===== src/rtl/mouse_pos_cdc_tx.sv =====
// Source side of the mouse-position CDC: launches position samples on a held bus with a
// toggle req/ack handshake, keeping one latest-wins pending sample while a transfer is in flight.
module mouse_pos_cdc_tx #(
    parameter int DW          = 12,
    parameter int SYNC_STAGES = 2,
    parameter int CNT_W       = 8
) (
    input  logic             clk,
    input  logic             rst,
    input  logic [DW-1:0]    xpos_in,
    input  logic [DW-1:0]    ypos_in,
    input  logic             pos_valid,
    output logic [DW-1:0]    xpos_hold,
    output logic [DW-1:0]    ypos_hold,
    output logic             req_tgl,
    input  logic             ack_tgl_async,
    output logic             busy,
    output logic             overrun,
    output logic [CNT_W-1:0] overrun_cnt
);

    typedef enum logic {IDLE, WAIT_ACK} state_t;

    state_t             state_q, state_d;
    logic [DW-1:0]      xhold_q, xhold_d, yhold_q, yhold_d;
    logic [DW-1:0]      pend_x_q, pend_x_d, pend_y_q, pend_y_d;
    logic               pend_v_q, pend_v_d;
    logic               req_q, req_d;
    logic               busy_q, busy_d;
    logic               ovr_q, ovr_d;
    logic [CNT_W-1:0]   cnt_q, cnt_d;
    logic [SYNC_STAGES-1:0] ack_sync_q;

    logic ack_s;
    logic done;
    logic launch;
    logic use_pend;

    // Ack synchroniser chain; stage 0 is the only flop that sees the asynchronous input.
    always_ff @(posedge clk) begin
        if (rst) ack_sync_q[0] <= 1'b0;
        else     ack_sync_q[0] <= ack_tgl_async;
    end

    for (genvar gi = 1; gi < SYNC_STAGES; gi++) begin : g_sync
        always_ff @(posedge clk) begin
            if (rst) ack_sync_q[gi] <= 1'b0;
            else     ack_sync_q[gi] <= ack_sync_q[gi-1];
        end
    end

    assign ack_s = ack_sync_q[SYNC_STAGES-1];
    assign done  = (ack_s == req_q);

    always_comb begin
        state_d  = state_q;
        xhold_d  = xhold_q;
        yhold_d  = yhold_q;
        pend_x_d = pend_x_q;
        pend_y_d = pend_y_q;
        pend_v_d = pend_v_q;
        req_d    = req_q;
        busy_d   = busy_q;
        ovr_d    = 1'b0;
        cnt_d    = cnt_q;
        launch   = 1'b0;
        use_pend = 1'b0;

        if (state_q == IDLE || done) begin
            // A fresh strobe always beats the pending sample, which is then simply dropped.
            if (pos_valid) begin
                launch   = 1'b1;
                pend_v_d = 1'b0;
            end else if (pend_v_q) begin
                launch   = 1'b1;
                use_pend = 1'b1;
                pend_v_d = 1'b0;
            end else begin
                state_d = IDLE;
                busy_d  = 1'b0;
            end
        end else if (pos_valid) begin
            pend_x_d = xpos_in;
            pend_y_d = ypos_in;
            pend_v_d = 1'b1;
            if (pend_v_q) begin
                ovr_d = 1'b1;
                if (cnt_q != {CNT_W{1'b1}}) cnt_d = cnt_q + 1'b1;
            end
        end

        if (launch) begin
            xhold_d = use_pend ? pend_x_q : xpos_in;
            yhold_d = use_pend ? pend_y_q : ypos_in;
            req_d   = ~req_q;
            state_d = WAIT_ACK;
            busy_d  = 1'b1;
        end
    end

    always_ff @(posedge clk) begin
        if (rst) begin
            state_q  <= IDLE;
            xhold_q  <= '0;
            yhold_q  <= '0;
            pend_x_q <= '0;
            pend_y_q <= '0;
            pend_v_q <= 1'b0;
            req_q    <= 1'b0;
            busy_q   <= 1'b0;
            ovr_q    <= 1'b0;
            cnt_q    <= '0;
        end else begin
            state_q  <= state_d;
            xhold_q  <= xhold_d;
            yhold_q  <= yhold_d;
            pend_x_q <= pend_x_d;
            pend_y_q <= pend_y_d;
            pend_v_q <= pend_v_d;
            req_q    <= req_d;
            busy_q   <= busy_d;
            ovr_q    <= ovr_d;
            cnt_q    <= cnt_d;
        end
    end

    assign xpos_hold   = xhold_q;
    assign ypos_hold   = yhold_q;
    assign req_tgl     = req_q;
    assign busy        = busy_q;
    assign overrun     = ovr_q;
    assign overrun_cnt = cnt_q;

endmodule


===== config.mk =====
export PLATFORM = sky130hd
export DESIGN_NAME = mouse_pos_cdc_tx
export DESIGN_NICKNAME = d
export VERILOG_FILES = /design/src/rtl/mouse_pos_cdc_tx.sv
export SDC_FILE = /design/constraint.sdc
export NUM_CORES = 1
export LEC_CHECK = 0
export BUFFER_PORTS_ARGS = -buffer_cell sky130_fd_sc_hd__buf_4
export CORE_ASPECT_RATIO = 1.75
export CORE_UTILIZATION = 56
export DETAILED_ROUTE_END_ITERATION = 8
export HOLD_SLACK_MARGIN = 0.06
export PLACE_DENSITY = 0.95
export SYNTH_ARGS = -nofsm -noshare
export SYNTH_HDL_FRONTEND = slang
export SYNTH_SLANG_ARGS = --single-unit

===== constraint.sdc =====
create_clock -name clk -period 2.65 [get_ports clk]
set_input_delay 0.795 -clock clk [delete_from_list [all_inputs] [get_ports clk]]
set_output_delay 0.795 -clock clk [all_outputs]
set_load 0.02 [all_outputs]

### Word-level counts from Yosys, hierarchy flattened

Index checks and enable logic that the tools add are counted.

| word-level totals | value |
|---|---|
| flip-flop bits (word level) | 62 |
| bits of input ports | 28 |
| word-level logic and storage cells | 38 |

| cells by class | value |
|---|---|
| $add $sub $neg | 1 |
| equal/unequal tests | 4 |
| mux-type cells | 11 |
| bitwise logic cells | 4 |
| reductions and logical operators | 7 |

Operators with widths:

| cell | number |
|---|---|
| $mux 12 | 2 |
| $mux 1 | 9 |
| $add 8x1->8 const B | 1 |
| $ne 8x8->1 const B | 1 |
| $ne 2x1->1 const B | 2 |
| $not 1->1 | 4 |
| $reduce_and 4->1 | 1 |
| $reduce_and 3->1 | 1 |
| $reduce_or 3->1 | 1 |
| $reduce_and 2->1 | 1 |
| $reduce_bool 2->1 | 1 |
| $reduce_or 2->1 | 1 |
| $eq 1x1->1 | 1 |
| $logic_or 1x1->1 | 1 |

### Depth between registers and ports, before layout

| logic depth | value |
|---|---|
| word-level depth | 5 |
| mapped depth | 6 |
| gate-level depth less buffers | 5 |

### Worst setup path before layout

No wires, ideal clock.

| path | value |
|---|---|
| kind | input -> register |
| from | in pos_valid |
| to | reg cnt_q[5], in the netlist overrun_cnt[5] |
| library setup time | 0.123 ns |
| arrival time | 1.649 ns |
| required time | 2.527 ns |
| setup slack | 0.878 ns |
| stages on the path | 4 |
| path buffers | 0 |
| cell sequence | nand3_1 -> nor3_2 -> nand4_1 -> mux2_1 |

| on the way | value |
|---|---|
| word-level cells in the longest chain between the ends | 1 |

RTL lines:

| item | RTL line | source |
|---|---|---|
| start: declaration | 12 | `input logic pos_valid,` |
| $reduce_and 4->1 (no source line) | -- |  |
| end signal: assignment | 123 | `cnt_q <= cnt_d;` |
| end: declaration | 31 | `logic [CNT_W-1:0] cnt_q, cnt_d;` |

No other way between the ends.
A chain may end at the register's enable or synchronous reset.

### Final worst setup path

| path | value |
|---|---|
| from | reg cnt_q[0], in the netlist overrun_cnt[0] |
| to | reg cnt_q[6], in the netlist overrun_cnt[6] |

| on the way | value |
|---|---|
| word-level cells in the longest chain between the ends | 2 |
| elaborated cells on any way between the ends | 3 |

RTL lines:

| item |
|---|
| branches (longest 2 deep; another with $add 8x1->8) |

Parallel ways; which one is timed is not known.

==> impl_metrics.toml <==
[pwr]
power_density_mw_per_mm2 = 674.4
finalPower_mw = 2.148
p_leak_nw = 1.453
ir_drop_mv = 0.6649

[final_layout]
drive_above_1_share_pct = 25.44
nNetsFinal = 366
multi_input_area_mm2 = 0.001159
stdcell_area_mm2 = 0.003186
fin_cells = 391
postLayoutCoreUtil_pct = 76.05
seqCellArea_mm2 = 0.001241
diodes = 0
area_growth_pct = 27.94
n_fill_cell = 288

[logic_synthesis]
yosys_warnings = 0
synth.distinct_cells = 29
synth_area_leaders = "dfxtp_1 50%, mux2i_1 10%, a211oi_1 7.8%"
synth.top_cell.area_share_pct = 49.85
syn_area_mm2 = 0.002490
synthCells = 279
yosysTopAreaCell = "dfxtp_1"
synth_area_per_cell_um2 = 8.924
ys_seq_area_share_pct = 49.85
synthesis.nets = 308
ys_ff_latch = 62

[timing]
max-slew-margin-rel_pct = 64.94
fmax_mhz = 550.5
period_share_pct = 68.54
worstMarginPinSlew_ns = 0.5247
setup_viol = 0
hold_ws_ns = 0.4417
rsz0062_at_grt = "false"
setup_tns_ns = 0
finalHoldViolations = 0
min_period_ns = 1.816
layout_setup_ws_ns = 0.8336
finalClockSkew_ns = 0.01198
drv_slew = 0

[clocking]
postCtsSetupRepairBufs = 0
cts_buffer_depth = 2
cts_tree = "built"
cts.htree.levels = 3
numCtsBuffers = 9
clk_latency_ns = 0.34
clock-root-buffer = "clkbuf_8"
numClockSinks = 62
cts_resized = 0
postCtsHoldBufs = 0
clkTransAtPathRegs_ns = 0.07

[floorplanning]
die-area_mm2 = 0.004727
die_y_um = 90.21
die_width_um = 52.41
core_area_mm2 = 0.004189
rows = 31
io_pins = 63
initial_core_util_pct = 59.44

[routing]
drt_iter0_drc = 61
first_pass_iters = 4
vias_per_cell = 5.563
drt_wl_total_um = 5436
ant_nets = 0
wl_per_cell_um = 13.90
drc = 0
dr_total_vias = 2175

[placed_design]
place_area_mm2 = 0.002977
gp_congestion = 0.7642
io_buffers = 62
hpwlAfterDp_um = 3519
dp.cells = 375
dp_slack_ns = 0.6268

[worst_setup_path]
cpMaxStageDelayCell = "nor3b_1"
critPathRequiredTime_ns = 2.90
worstPathCellList = "ha_1 -> and3_1 -> nor3b_1 -> a31oi_1 -> a211oi_1"
crit_path_max_incr_delay_ns = 0.44
crit_path_end_kind = "register"
critical_path_class = "register to register"
crit_path_start_kind = "register"
critPathArrivalTime_ns = 2.06
critical_path_peak_fanout = 6

[global_route]
grt_start_max_net_pins = 37
track_usage_pct = 25.31
grt_pass1_wl_um = 8838
grt_pass1_vias = 2061
grt_remaining_overflow = 0
antenna_found_initial = 0

[run]
maxCapViolCount = 0

[min_path]
hold_class = "register to register"

[outcome]
status = "complete, no violations"
cells in the final DEF (no fill, tap or decap), drive strengths merged:
cell type,count
buf,67
clkinvlp,3
a31oi,1
nand2,51
nand2b,2
nand3,3
a21oi,28
nor2b,3
clkinv,1
and4,1
ha,1
a31o,1
bufinv,1
clkbuf,11
mux2i,25
and3,3
and3b,2
nor3,5
nor3b,1
xnor2,3
dfxtp,62
nor2,33
xor2,1
a21o,1
and4b,1
mux2,1
a211oi,26
nand4,4
final timing paths:
path / end / start / slack (ns) / cells after the start
worst max register to register: overrun_cnt[6]$_SDFFE_PP0P_ / overrun_cnt[0]$_SDFFE_PP0P_ / 0.83 / 5
worst min register to register: ack_s$_SDFF_PP0_ / ack_sync_q[0]$_SDFF_PP0_ / 0.44 / 1
worst min-delay path: ack_s$_SDFF_PP0_ / ack_sync_q[0]$_SDFF_PP0_ / 0.44 / 1
worst max-delay path: overrun_cnt[6]$_SDFFE_PP0P_ / overrun_cnt[0]$_SDFFE_PP0P_ / 0.83 / 5
cell usage after synthesis:
master / count
a31o_2: 1
mux2i_1: 25
nor3b_1: 1
buf_2: 6
nor3_1: 4
and4b_1: 1
and3_2: 1
and3b_1: 2
ha_1: 1
and4_1: 1
nand3_1: 3
nor2_1: 33
nand2_1: 51
a211oi_1: 26
a31oi_1: 1
buf_6: 1
and3_1: 2
nand4_1: 4
a21oi_1: 28
nor2b_1: 3
dfxtp_1: 62
a21o_1: 1
xnor2_1: 3
buf_4: 3
nand2b_1: 2
nor3_2: 1
clkbuf_1: 10
xor2_1: 1
mux2_1: 1
kinds of logic (layout without fill, tap and decap cells):
group / after synthesis / in the layout / synth area share [%]
fa+ha+maj: 1 / 1 / 0.5024
compound gates: 57 / 57 / 14.37
mux: 26 / 26 / 10.50
buf+inv: 20 / 83 / 4.070
xor+xnor: 4 / 4 / 1.407
flops: 62 / 62 / 49.85
simple gates: 109 / 109 / 19.30
cell type report:
| cell class | count | share of cell area (%) |
|---|---|---|
| multi-input cells | 197 | 36.37 |
| flip-flops and latches | 62 | 38.96 |
| clock buffers | 11 | 4.753 |
| repair buffers | 67 | 16.18 |
| well taps | 49 | 1.925 |
| clock inverters | 5 | 1.807 |
sequential cells by signal, indices dropped and copies added (netlist names), 8 cells and up:
register	flops
pend_x_q	12
pend_y_q	12
xpos_hold	12
ypos_hold	12
overrun_cnt	8
report_power, final:
group | leakage (nW) | switching, mW | total [mW] | internal, mW
Sequential | 0.507 | 0.0300 | 1.01 | 0.981
Combinational | 0.848 | 0.162 | 0.287 | 0.125
Clock | 0.0976 | 0.367 | 0.850 | 0.483
Total | 1.45 | 0.559 | 2.15 | 1.59
worst max-delay path, delay by kind of cell, from the launching register on:
family / cells / cell delay, ns
AOI/OAI and AO/OA: 2 / 0.37
adders and majority gates: 1 / 0.29
DFF: 1 / 0.42
and+or+nand+nor: 2 / 0.64
routing by layer:
layer	GRT usage (%)	wire, um	vias to the layer above
li1	-	-	1082
met1	23.98	2150	1027
met2	45.15	2933	58
met3	9.137	240	8
met4	12.06	111	0
met5	0	0	-
Power figures use the tool's default switching activity.
